===== src/rtl/uart_rx_vote_sampler_if.sv =====
// ----------------------------------------------------------------------------
// uart_rx_vote_sampler_if
//
// Bundles the control and result signals between the RX FSM / edge counter
// (master) and the vote sampler (slave). CLK, RST and the raw serial line
// stay as plain ports on the sampler.
//
//   samp_en        master -> slave   sampling enable
//   prescale       master -> slave   clocks per bit
//   samp_num       master -> slave   requested sample count
//   edge_cnt       master -> slave   position within the bit, 0..prescale-1
//   sampled_bit    slave  -> master  registered majority-vote result
//   sampled_valid  slave  -> master  one-cycle strobe, sampled_bit updated
//   noise_flag     slave  -> master  samples were not unanimous
//   cfg_err        slave  -> master  latched configuration is illegal
// ----------------------------------------------------------------------------
interface uart_rx_vote_sampler_if #(
    parameter int PRESCALE_W = 6
);
    logic                  samp_en;
    logic [PRESCALE_W-1:0] prescale;
    logic [3:0]            samp_num;
    logic [PRESCALE_W-1:0] edge_cnt;
    logic                  sampled_bit;
    logic                  sampled_valid;
    logic                  noise_flag;
    logic                  cfg_err;

    modport master (
        output samp_en, prescale, samp_num, edge_cnt,
        input  sampled_bit, sampled_valid, noise_flag, cfg_err
    );

    modport slave (
        input  samp_en, prescale, samp_num, edge_cnt,
        output sampled_bit, sampled_valid, noise_flag, cfg_err
    );
endinterface


===== src/rtl/uart_rx_vote_sampler.sv =====
// ----------------------------------------------------------------------------
// uart_rx_vote_sampler
//
// UART RX bit sampler with a run-time selectable, odd-sized majority-vote
// window centred on the middle of the bit period. Works for any prescale.
// The sample count and prescale are latched at the start of every bit
// (edge_cnt == 0 with samp_en high), so mid-bit changes are ignored.
//
// Ports:
//   CLK    system / RX clock
//   RST    asynchronous, active-high reset
//   RX_IN  raw serial line (idle high), asynchronous to CLK
//   bus    uart_rx_vote_sampler_if.slave; control in, vote results out
//
// Parameters:
//   PRESCALE_W   width of prescale and edge_cnt
//   MAX_SAMPLES  largest vote window (odd, 1..15)
//   SYNC_STAGES  RX_IN synchroniser depth, 0 bypasses it
// ----------------------------------------------------------------------------
module uart_rx_vote_sampler #(
    parameter int PRESCALE_W  = 6,
    parameter int MAX_SAMPLES = 7,
    parameter int SYNC_STAGES = 2
) (
    input  logic                         CLK,
    input  logic                         RST,
    input  logic                         RX_IN,
    uart_rx_vote_sampler_if.slave        bus
);

    // Two extra bits keep c + h and the legality sum free of overflow.
    localparam int         CW    = PRESCALE_W + 2;
    localparam logic [3:0] MAX_N = 4'(MAX_SAMPLES);

    // ------------------------------------------------------------------
    // RX_IN synchroniser; resets to the idle (high) line level.
    // ------------------------------------------------------------------
    logic rx_s;

    generate
        if (SYNC_STAGES == 0) begin : g_bypass
            assign rx_s = RX_IN;
        end else begin : g_sync
            logic [SYNC_STAGES-1:0] sync_q;

            // NOTE: sequential state uses non-blocking assignments and an
            // async reset in the sensitivity list, so every flop in the
            // block updates from pre-edge values.
            always_ff @(posedge CLK or posedge RST) begin
                if (RST) begin
                    sync_q <= '1;
                end else begin
                    sync_q[0] <= RX_IN;
                    for (int i = 1; i < SYNC_STAGES; i++) begin
                        sync_q[i] <= sync_q[i-1];
                    end
                end
            end

            assign rx_s = sync_q[SYNC_STAGES-1];
        end
    endgenerate

    // ------------------------------------------------------------------
    // Configuration helpers
    // ------------------------------------------------------------------
    // Force the requested count odd, then clamp to the largest window.
    function automatic logic [3:0] norm_n(input logic [3:0] req);
        logic [3:0] n;
        n = req | 4'd1;
        if (n > MAX_N) n = MAX_N;
        return n;
    endfunction

    // Window must end at least one clock before the last edge of the bit.
    function automatic logic is_legal(input logic [3:0]            n,
                                      input logic [PRESCALE_W-1:0] p);
        logic [CW-1:0] pe, h, c;
        pe = CW'(p);
        h  = CW'((n - 4'd1) >> 1);
        c  = pe >> 1;
        return (pe >= CW'(4)) && (c + h + CW'(2) <= pe);
    endfunction

    // ------------------------------------------------------------------
    // State
    // ------------------------------------------------------------------
    logic [3:0]            n_l;
    logic [PRESCALE_W-1:0] p_l;
    logic                  cfg_ok;      // latched config is legal
    logic                  cfg_err_q;
    logic [3:0]            ones;
    logic [3:0]            taken;
    logic                  bit_q;
    logic                  noise_q;
    logic                  valid_q;

    // ------------------------------------------------------------------
    // Window and decision terms
    // ------------------------------------------------------------------
    logic [3:0]    new_n;
    logic          new_legal;
    logic [CW-1:0] h_l, c_l, edge_e;
    logic          latch, in_window, take, decide;
    logic [3:0]    ones_next, taken_next;

    assign new_n     = norm_n(bus.samp_num);
    assign new_legal = is_legal(new_n, bus.prescale);

    assign h_l    = CW'((n_l - 4'd1) >> 1);
    assign c_l    = CW'(p_l) >> 1;
    assign edge_e = CW'(bus.edge_cnt);

    assign latch = bus.samp_en && (bus.edge_cnt == '0);

    // edge >= c - h is written as edge + h >= c so nothing can underflow.
    assign in_window = cfg_ok
                    && (edge_e + h_l >= c_l)
                    && (edge_e <= c_l + h_l);

    assign take = bus.samp_en && in_window;

    // Only a complete window may produce a vote: if samp_en dropped and
    // came back, or the counter entered the window late, the sample count
    // falls short and the bit is silently dropped.
    assign decide = take && (edge_e == c_l + h_l) && (taken_next == n_l);

    always_comb begin
        // NOTE: defaults come first so every path assigns each variable;
        // a missing assignment here would infer a latch.
        ones_next  = ones;
        taken_next = taken;
        if (ones != MAX_N)  ones_next  = ones + {3'b000, rx_s};
        if (taken != MAX_N) taken_next = taken + 4'd1;
    end

    // ------------------------------------------------------------------
    // Config latch
    // ------------------------------------------------------------------
    always_ff @(posedge CLK or posedge RST) begin
        if (RST) begin
            n_l       <= '0;
            p_l       <= '0;
            cfg_ok    <= 1'b0;
            cfg_err_q <= 1'b0;
        end else if (latch) begin
            n_l       <= new_n;
            p_l       <= bus.prescale;
            cfg_ok    <= new_legal;
            cfg_err_q <= !new_legal;
        end
    end

    // ------------------------------------------------------------------
    // Accumulators: cleared at every bit start, whenever sampling is
    // disabled, and after each decision.
    // ------------------------------------------------------------------
    always_ff @(posedge CLK or posedge RST) begin
        if (RST) begin
            ones  <= '0;
            taken <= '0;
        end else if (!bus.samp_en || (bus.edge_cnt == '0) || decide) begin
            ones  <= '0;
            taken <= '0;
        end else if (take) begin
            ones  <= ones_next;
            taken <= taken_next;
        end
    end

    // ------------------------------------------------------------------
    // Vote outputs; bit and noise hold between decisions.
    // ------------------------------------------------------------------
    always_ff @(posedge CLK or posedge RST) begin
        if (RST) begin
            bit_q   <= 1'b0;
            noise_q <= 1'b0;
            valid_q <= 1'b0;
        end else begin
            valid_q <= decide;
            if (decide) begin
                bit_q   <= CW'(ones_next) > h_l;
                noise_q <= (ones_next != 4'd0) && (ones_next != n_l);
            end
        end
    end

    assign bus.sampled_bit   = bit_q;
    assign bus.sampled_valid = valid_q;
    assign bus.noise_flag    = noise_q;
    assign bus.cfg_err       = cfg_err_q;

endmodule


===== src/flat_wrapper.sv =====
// flat-port wrapper written by rule: the top's interface ports become plain ports
module uart_rx_vote_sampler_flat 
#(
    parameter int PRESCALE_W  = 6,
    parameter int MAX_SAMPLES = 7,
    parameter int SYNC_STAGES = 2
)
  (CLK, RST, RX_IN, bus_samp_en, bus_prescale, bus_samp_num, bus_edge_cnt, bus_sampled_bit, bus_sampled_valid, bus_noise_flag, bus_cfg_err);
  uart_rx_vote_sampler_if #(.PRESCALE_W(PRESCALE_W)) bus_i ();
  input  logic CLK;
  input  logic RST;
  input  logic RX_IN;
  input wire logic [$bits(bus_i.samp_en)-1:0] bus_samp_en;
  input wire logic [$bits(bus_i.prescale)-1:0] bus_prescale;
  input wire logic [$bits(bus_i.samp_num)-1:0] bus_samp_num;
  input wire logic [$bits(bus_i.edge_cnt)-1:0] bus_edge_cnt;
  output wire logic [$bits(bus_i.sampled_bit)-1:0] bus_sampled_bit;
  output wire logic [$bits(bus_i.sampled_valid)-1:0] bus_sampled_valid;
  output wire logic [$bits(bus_i.noise_flag)-1:0] bus_noise_flag;
  output wire logic [$bits(bus_i.cfg_err)-1:0] bus_cfg_err;
  assign bus_i.samp_en = bus_samp_en;
  assign bus_i.prescale = bus_prescale;
  assign bus_i.samp_num = bus_samp_num;
  assign bus_i.edge_cnt = bus_edge_cnt;
  assign bus_sampled_bit = bus_i.sampled_bit;
  assign bus_sampled_valid = bus_i.sampled_valid;
  assign bus_noise_flag = bus_i.noise_flag;
  assign bus_cfg_err = bus_i.cfg_err;
  uart_rx_vote_sampler #(.PRESCALE_W(PRESCALE_W), .MAX_SAMPLES(MAX_SAMPLES), .SYNC_STAGES(SYNC_STAGES)) u_core (.CLK(CLK), .RST(RST), .RX_IN(RX_IN), .bus(bus_i));
endmodule

===== config.mk =====
export PLATFORM = sky130hd
export DESIGN_NAME = uart_rx_vote_sampler_flat
export DESIGN_NICKNAME = d
export VERILOG_FILES = /design/src/rtl/uart_rx_vote_sampler_if.sv /design/src/rtl/uart_rx_vote_sampler.sv /design/src/flat_wrapper.sv
export SDC_FILE = /design/constraint.sdc
export NUM_CORES = 1
export LEC_CHECK = 0
export CORE_MARGIN = 4
export CORE_UTILIZATION = 55
export DETAILED_ROUTE_END_ITERATION = 10
export GPL_TIMING_DRIVEN = 0
export PLACE_DENSITY = 0.8
export SKIP_CTS_REPAIR_TIMING = 1
export SLEW_MARGIN = 10
export SYNTH_ARGS = -nofsm -noshare
export SYNTH_HDL_FRONTEND = slang
export SYNTH_SLANG_ARGS = --single-unit
export TNS_END_PERCENT = 30

===== constraint.sdc =====
create_clock -name CLK -period 10.2 [get_ports CLK]
set_input_delay 1.02 -clock CLK [delete_from_list [all_inputs] [get_ports CLK]]
set_output_delay 1.02 -clock CLK [all_outputs]
set_load 0.05 [all_outputs]

---- Word-level counts from Yosys, hierarchy flattened ----
Index checks and enable logic that the tools add are counted.
word-level totals
  input port bits ......................... 20
  logic and storage cells ................. 51
  latch bits .............................. 0
  bits in registers ....................... 25
  memory bits (read-only) ................. 0
  output and inout bits ................... 4
  memories ................................ 0
  memory bits (writable) .................. 0
cells by class
  add/subtract/negate cells ............... 8
  reductions and logical operators ........ 15
  bitwise logic cells ..................... 0
  multiply operators ...................... 0
  $lt $le $gt $ge ......................... 6
  muxes and demuxes ....................... 7
  div/mod/pow operators ................... 0
  shift-type cells ........................ 0
  eq/ne operators ......................... 5
operators by type and width
  cell                                                                             number
  4-bit two-way mux                                                                7
  5-bit by 7-bit adder with 8-bit output                                           2
  4-bit by 1-bit subtractor with 5-bit output, second input constant               2
  6-bit by 7-bit adder with 8-bit output                                           1
  8-bit by 2-bit adder with 8-bit output, second input constant                    1
  6-bit by 8-bit equality test with 1-bit output                                   1
  8-bit by 5-bit >= comparator with 1-bit output                                   1
  6-bit by 8-bit less-or-equal comparator with 1-bit output                        1
  8-bit by 6-bit less-or-equal comparator with 1-bit output                        1
  1-bit logical AND                                                                8
  4-bit by 3-bit inequality test with 1-bit output, second input constant          2
  4-bit by 7-bit greater-than comparator with 1-bit output                         1
  6-bit by 3-bit >= comparator with 1-bit output, second input constant            1
  6-bit zero test                                                                  1
  4-bit by 1-bit adder with 4-bit output                                           1
  4-bit by 1-bit adder with 4-bit output, second input constant                    1
  4-bit equality test                                                              1
  4-bit by 3-bit greater-than comparator with 1-bit output, second input constant  1
  4-bit inequality test                                                            1
  4-bit nonzero test                                                               1
  1-bit zero test                                                                  2
  1-bit logical OR                                                                 2
  2-bit nonzero test                                                               1

---- Longest topological paths before layout ----
Gate-level depths: netlist of the first run.
  depth after elaboration ................. 10
  depth in mapped cells ................... 19
  gate-level depth less buffers ........... 17

---- Worst setup path before layout of the first run ----
No wires, ideal clock.
  path kind ............................... reg-to-reg
  start point ............................. register u_core.n_l[1]
  end point ............................... register u_core.noise_q (netlist: u_core.bus.noise_flag)
  clock period less this slack ............ 4070 ps
  setup time .............................. 127 ps
  setup slack ............................. 6130 ps
  path buffers ............................ 1
  stages on the path, launching flop included .. 19
  data required time ...................... 10073 ps
  data arrival time ....................... 3942 ps
  path through ............................ dfrtp_1 inv_1 ha_1 or3b_1 buf_2 inv_1 ha_1 nand3b_1 o22a_1 and2_1 xnor2_1 ha_1 nand4_1 a311oi_1 o2111ai_1 nor3_2 inv_2 nor2_2 mux2_1
on the way
  word-level cells in the longest chain between the ends .. 8
  elaborated cells between the ends (all ways) .. 14
  those cells by class .................... 3 x add/sub; 2 x order compare; 3 x eq/ne; 6 x reduce/logical
ends and longest elaborated chain
  element                                         RTL line                     source
  from (decl)                                     uart_rx_vote_sampler.sv:88   logic [3:0] n_l;
  from (signal assigned)                          uart_rx_vote_sampler.sv:147  n_l <= new_n;
  4-bit by 1-bit subtractor with 5-bit output     uart_rx_vote_sampler.sv:110  assign h_l = CW'((n_l - 4'd1) >> 1);
  6-bit by 7-bit adder with 8-bit output          uart_rx_vote_sampler.sv:118  && (edge_e + h_l >= c_l)
  8-bit by 5-bit >= comparator with 1-bit output  uart_rx_vote_sampler.sv:118
  1-bit logical AND                               uart_rx_vote_sampler.sv:118
  1-bit logical AND                               uart_rx_vote_sampler.sv:119  && (edge_e <= c_l + h_l);
  1-bit logical AND                               uart_rx_vote_sampler.sv:121  assign take = bus.samp_en && in_window;
  1-bit logical AND                               uart_rx_vote_sampler.sv:126  assign decide = take && (edge_e == c_l + h_l) && (taken_next == n_l);
  1-bit logical AND *                             uart_rx_vote_sampler.sv:126
  named net u_core.decide                         uart_rx_vote_sampler.sv:104  logic latch, in_window, take, decide;
  to (signal assigned)                            uart_rx_vote_sampler.sv:183  noise_q <= (ones_next != 4'd0) && (ones_next != n_l);
  to (decl)                                       uart_rx_vote_sampler.sv:95   logic noise_q;
The timed path passes the listed nets; every way through them passes the cells marked *.
A chain may end at the register's enable or synchronous reset.

---- Worst setup path after layout of the first run ----
Ends and elaborated chain as after synthesis.

==> flow_metrics.env, run 1 <==
export IMPL_diodes=0
export IMPL_p_int_mw=0.200
export IMPL_clk_latency_ns=0.27
export IMPL_fin_tns_setup_ns=0
export IMPL_drive_above_1_share_pct=6.71
export IMPL_pwr_share_clk_pct=28.5
export IMPL_drtIter0Drc=85
export IMPL_r2r_end="u_core.bus.noise_flag"
export IMPL_initial_utilization_pct=56.9
export IMPL_status="completed"
export IMPL_rsz0062_at_grt="no"
export IMPL_grt_overflow=0
export IMPL_holdCritPathClass="reg2reg"
export IMPL_irDropWorstVdd_uv=49.8
export IMPL_drv_slew=0
export IMPL_synthArstFlopShare_pct=100
export IMPL_wirelength_um=5140
export IMPL_cts_tree="yes"
export IMPL_path_max_fanout=9
export IMPL_io_buffers=22
export IMPL_vias_per_cell=5.81
export IMPL_p_leak_nw=1.35
export IMPL_sequentialPowerShare_pct=36.6
export IMPL_final_cells=365
export IMPL_required_ns=10.36
export IMPL_nets=383
export IMPL_synth_cell_type_count=61
export IMPL_ff2ff_setup_slack_ns=5.48
export IMPL_synth_avg_cell_area_um2=8.69
export IMPL_io_pin_count=24
export IMPL_fin_crit_sh_pct=46.2
export IMPL_rows=24
export IMPL_clock_tree_root_cell="clkbuf_8"
export IMPL_met3_usage_pct=2.51
export IMPL_setup_viol=0
export IMPL_hold_end="u_core.g_sync.sync_q[1]"
export IMPL_cap_violations=0
export IMPL_reg2reg_depth=18
export IMPL_clock_path_buffers=2
export IMPL_fin_hold_ws_ns=0.362
export IMPL_met1_usage_pct=25.7
export IMPL_grt_pass1_wl_um=8840
export IMPL_nFillCells=370
export IMPL_wire_per_inst_um=14.1
export IMPL_dp_cells=361
export IMPL_cp_start_kind="flop"
export IMPL_cts_buffers=3
export IMPL_period_needed_ns=4.72
export IMPL_gp_congestion=0.938
export IMPL_tightest_slew_ns=0.866
export IMPL_grt_max_degree=25
export IMPL_combinationalPowerShare_pct=34.8
export IMPL_ant_nets=0
export IMPL_dr_pass1_iters=4
export IMPL_dieArea_um2=5680
export IMPL_die_height_um=75.4
export IMPL_hpwl_um=4370
export IMPL_powerDensity_nw_per_um2=102
export IMPL_fp_dieW_um=75.4
export IMPL_ys_warnings_count=0
export IMPL_grt_met2_usage_pct=34.3
export IMPL_syn_cell_area_um2=2490
export IMPL_ys_seq_elements=24
export IMPL_synth_area_leaders="ha_1 (23%), dfrtp_1 (22%), inv_1 (5.0%)"
export IMPL_r2r_start="u_core.n_l[1]"
export IMPL_synthToLayoutAreaGrowth_pct=14.3
export IMPL_arrival_ns=4.88
export IMPL_holdCritStartpoint="u_core.g_sync.sync_q[0]"
export IMPL_yosysTopAreaCell="ha_1"
export IMPL_path_class="reg2reg"
export IMPL_grt_antenna_before_repair=0
export IMPL_h_tree_depth=1
export IMPL_maxSlewHeadroom_pct=42.2
export IMPL_ys_seq_area_share_pct=24.2
export IMPL_synth_top_area_share_pct=23.1
export IMPL_swShare_pct=31.2
export IMPL_clkSinkCount=24
export IMPL_fmax_ghz=0.212
export IMPL_p_sw_mw=0.0907
export IMPL_synth_ff_type="dfrtp_1"
export IMPL_utilization_pct=65.0
export IMPL_syn_nets=356
export IMPL_grt_busiest_layer="met2"
export IMPL_grt_pass1_vias=2033
export IMPL_clk_pin_slew_ns=0.09
export IMPL_setup_worst_path_end_class="flop"
export IMPL_whs_path_depth=0
export IMPL_syn_inst=287
export IMPL_power_mw=0.291
export IMPL_skew_ns=0.0103
export IMPL_grtUsageTotal_pct=19.7
export IMPL_hold_viol_final=0
export IMPL_core_area_um2=4380
export IMPL_drc=0
export IMPL_synth_edf_count=0
export IMPL_vias=2122
-- placed cells by master, fill, tap and decap left out, types with 5 or more instances in the layout --
cell type and n:
nor2_1 18, clkdlybuf4s50_1 22, dfrtp_1 22, xnor2_1 12, o21ai_1 5, o21ai_0 13
a21oi_1 24, ha_1 46, nand3_1 8, nand2_1 18, inv_1 33, xor2_1 7
-- final cells by class --
cell class	count	area, um^2	share of cell area [%]
timing repair buffer	22	220	7.72
sequential	24	603	21.1
multi-input combinational	222	1720	60.5
inverter	34	128	4.48
clock inverter	1	30.0	1.05
buffer	7	40.0	1.40
clock buffer	3	41.3	1.45
tap	52	65.1	2.28
-- state kept, by name, summed over array words and instances (netlist names) --
register	cells
u_core.n_l	4
u_core.bus.sampled_valid	1
u_core.g_sync.sync_q	2
u_core.bus.sampled_bit	1
u_core.bus.noise_flag	1
u_core.p_l	5
u_core.bus.cfg_err	1
u_core.cfg_ok	1
u_core.taken	4
u_core.ones	4
-- power groups by stage --
stage	sequential [mW]	combinational [mW]	clock [mW]
5_1_grt	0.108	0.116	0.0892
3_3_place_gp	0.109	0.0950	0
3_5_place_dp	0.109	0.101	0
2_1_floorplan	0.110	0.0689	0
4_1_cts	0.107	0.102	0.0851
6_report	0.107	0.101	0.0830
-- synth_stat cells (all sizes together), types with 4 or more instances --
library cell and instances:
ha 46, inv 34, a21oi 24, dfrtp 22, nor2 19, nand2 18
o21ai 18, xnor2 12, nand3 8, xor2 7, nor3 5, a21o 4
buf 4, nand4 4
-- per-layer routing --
metal	vias up	routed length (um)
li1	1071	-
met1	991	2310
met2	49	2530
met3	11	202
met4	0	100
met5	-	0
-- cell families after synthesis --
| logic type | Yosys count | share of synthesized area, % |
|---|---|---|
| buffers and inverters | 41 | 6.72 |
| muxes | 3 | 1.25 |
| and+or+nand+nor | 78 | 16.7 |
| adders and majority gates | 49 | 25.5 |
| DFF | 24 | 24.2 |
| xor gates and xnor gates | 19 | 6.67 |
| other | 1 | 0.150 |
| AOI/OAI and AO/OA | 72 | 18.9 |
-- worst max-delay path, cell delays in order (launching register included) --
cell       delay, ns
dfrtp_1         0.45
inv_1           0.13
ha_1            0.18
or3b_1          0.34
buf_2           0.19
inv_1           0.25
ha_1            0.33
nand3b_1        0.18
o22a_1          0.24
and2_1          0.18
xnor2_1         0.12
ha_1            0.30
nand4_1         0.19
a311oi_1        0.32
o2111ai_1       0.18
nor3_2          0.37
inv_2           0.17
nor2_2          0.16
mux2_1          0.33
-- through the flow --
| step | setup slack, ns | area [um^2] |
|---|---|---|
| CTS | 5.50 | 2850 |
| global placement | 5.58 | 2780 |
| floorplan | 6.13 | 2490 |
| detailed placement | 5.51 | 2780 |
| finish | 5.48 | 2850 |
| global route | 5.17 | 2850 |
-- how the worst max path moves through the flow --
stage,from,to,depth (start not counted)
2_1_floorplan,u_core.n_l[1],u_core.bus.noise_flag,18
3_3_place_gp,u_core.n_l[1],u_core.bus.noise_flag,18
3_5_place_dp,u_core.n_l[1],u_core.bus.noise_flag,18
4_1_cts,u_core.n_l[1],u_core.bus.noise_flag,18
5_1_grt,u_core.n_l[1],u_core.bus.noise_flag,18
6_report,u_core.n_l[1],u_core.bus.noise_flag,18
No activity file was read; power rests on OpenSTA's default activity.
==> inputs of run 2 (changes only) <==
- clock period: 10.2 -> 4.4 ns (I/O delays scaled with it)
==> run 2 against run 1 <==
  * Cell area is 4.4% higher
  * Critical path depth stayed put
  * Largest power group unchanged
  * Critical path type unchanged
  * Cell count is 2.7% higher
==> flow_metrics.env, run 2 (synthesis gave the netlist of run 1 again) <==
export IMPL_wire_per_inst_um=14.5
export IMPL_cpPeakStageDelay_ns=0.44
export IMPL_die_height_um=75.4
export IMPL_clock_tree_root_cell="clkbuf_8"
export IMPL_setup_worst_path_end_class="flop"
export IMPL_largest_reg_flops=5
export IMPL_vias=2171
export IMPL_clock_path_buffers=2
export IMPL_powerDensity_nw_per_um2=231
export IMPL_grt_antenna_before_repair=0
export IMPL_clk_pin_slew_ns=0.10
export IMPL_cap_violations=0
export IMPL_io_pin_count=24
export IMPL_regMostFlops="u_core.p_l"
export IMPL_setup_viol=0
export IMPL_final_cell_mix="ha_1 (46), inv_1 (31), a21oi_1 (22), clkdlybuf4s50_1 (22), dfrtp_1 (20)"
export IMPL_clkSinkCount=24
export IMPL_vias_per_cell=5.79
export IMPL_nets=393
export IMPL_dieArea_um2=5680
export IMPL_holdCritPathClass="reg2reg"
export IMPL_core_area_um2=4380
export IMPL_h_tree_depth=1
export IMPL_power_mw=0.687
export IMPL_arrival_ns=4.47
export IMPL_drive_above_1_share_pct=12.4
export IMPL_gp_congestion=0.938
export IMPL_utilization_pct=67.9
export IMPL_dr_pass1_iters=4
export IMPL_drtIter0Drc=71
export IMPL_rows=24
export IMPL_grt_pass1_vias=2033
export IMPL_worstPathCellList="inv_2 > ha_1 > or3b_1 > buf_4 > clkinvlp_4 > ha_1 > nand3b_1 > o22a_1 > and2_1 > xnor2_1 > ha_1 > nand4_1 > a311oi_2 > o2111ai_2 > nor3_2 > inv_2 > nor2_2 > mux2_1"
export IMPL_clk_latency_ns=0.27
export IMPL_period_needed_ns=4.31
export IMPL_hpwl_um=4370
export IMPL_maxSlewHeadroom_pct=42.0
export IMPL_grt_max_degree=25
export IMPL_skew_ns=0.0139
export IMPL_path_class="reg2reg"
export IMPL_hold_viol_final=0
export IMPL_io_buffers=22
export IMPL_grt_overflow=0
export IMPL_drc=0
export IMPL_drv_slew=0
export IMPL_required_ns=4.56
export IMPL_tightest_slew_ns=0.870
export IMPL_fin_crit_sh_pct=97.9
export IMPL_grt_pass1_wl_um=8840
export IMPL_cts_tree="yes"
export IMPL_diodes=0
export IMPL_path_max_fanout=7
export IMPL_fp_dieW_um=75.4
export IMPL_cts_buffers=3
export IMPL_fmax_ghz=0.232
export IMPL_cpMaxStageDelayCell="dfrtp_2"
export IMPL_p_leak_nw=1.40
export IMPL_status="completed"
export IMPL_wirelength_um=5440
export IMPL_crit_top_cell="ha_1"
export IMPL_grtUsageTotal_pct=19.7
export IMPL_irDropWorstVdd_uv=121
export IMPL_cp_start_kind="flop"
export IMPL_initial_utilization_pct=56.9
export IMPL_layout_commonest_cell="ha_1"
export IMPL_ant_nets=0
export IMPL_synthToLayoutAreaGrowth_pct=19.3
-- run 2: layout make-up --
class	count	area, um^2
multi-input cells	222	1750
fillers	354	1410
flip-flops and latches	24	606
repair buffers	32	308
inverters	34	131
well taps	52	65.1
plain buffers	7	46.3
clock buffers	3	41.3
clock inverters	1	30.0
-- run 2: metrics by stage --
step	instances	hold WS (ns)	cell area, um^2	setup slack (ns)	setup TNS [ns]
after floorplan	287	0.345	2490	0.330	0
after global placement	361	0.353	2780	-0.216	-0.271
after detailed placement	361	0.351	2780	-0.295	-0.492
after CTS	365	0.365	2850	-0.296	-0.510
after global routing	375	0.376	2980	-0.121	-0.631
final	375	0.364	2980	0.0939	0
-- run 2: routing by layer --
layer / wire length, um / part of all wire, % / track usage (%)
met1: 2470 / 45 / 25.7
met2: 2710 / 50 / 34.3
met3: 200 / 3.7 / 2.51
met4: 57 / 1.0 / 5.63
met5: 0 / 0 / 0
-- run 2: power breakdown --
part,internal (mW),switching (mW)
registers,0.235,0.0119
clock network,0.122,0.0739
logic,0.112,0.132
-- run 2: path summary, 6_finish.rpt --
| kind | depth (start not counted) | to | slack, ns | from |
|---|---|---|---|---|
| min in group asynchronous | 2 | u_core.taken[1] | 0.64 | RST |
| setup reg to reg | 18 | u_core.bus.noise_flag | 0.09 | u_core.n_l[1] |
| hold / removal | 0 | u_core.g_sync.sync_q[1] | 0.36 | u_core.g_sync.sync_q[0] |
| max in group asynchronous | 2 | u_core.n_l[0] | 3.15 | RST |
| hold reg to reg | 0 | u_core.g_sync.sync_q[1] | 0.36 | u_core.g_sync.sync_q[0] |
| setup / recovery | 18 | u_core.bus.noise_flag | 0.09 | u_core.n_l[1] |
-- run 2: critical path: cells and delay by family, from the launching register on --
family	cells	cell delay (ns)
simple gates	6	1.35
compound gates	3	0.68
buf+inv	4	0.52
fa+ha+maj	3	0.78
mux	1	0.33
xor+xnor	1	0.12
flops	1	0.44
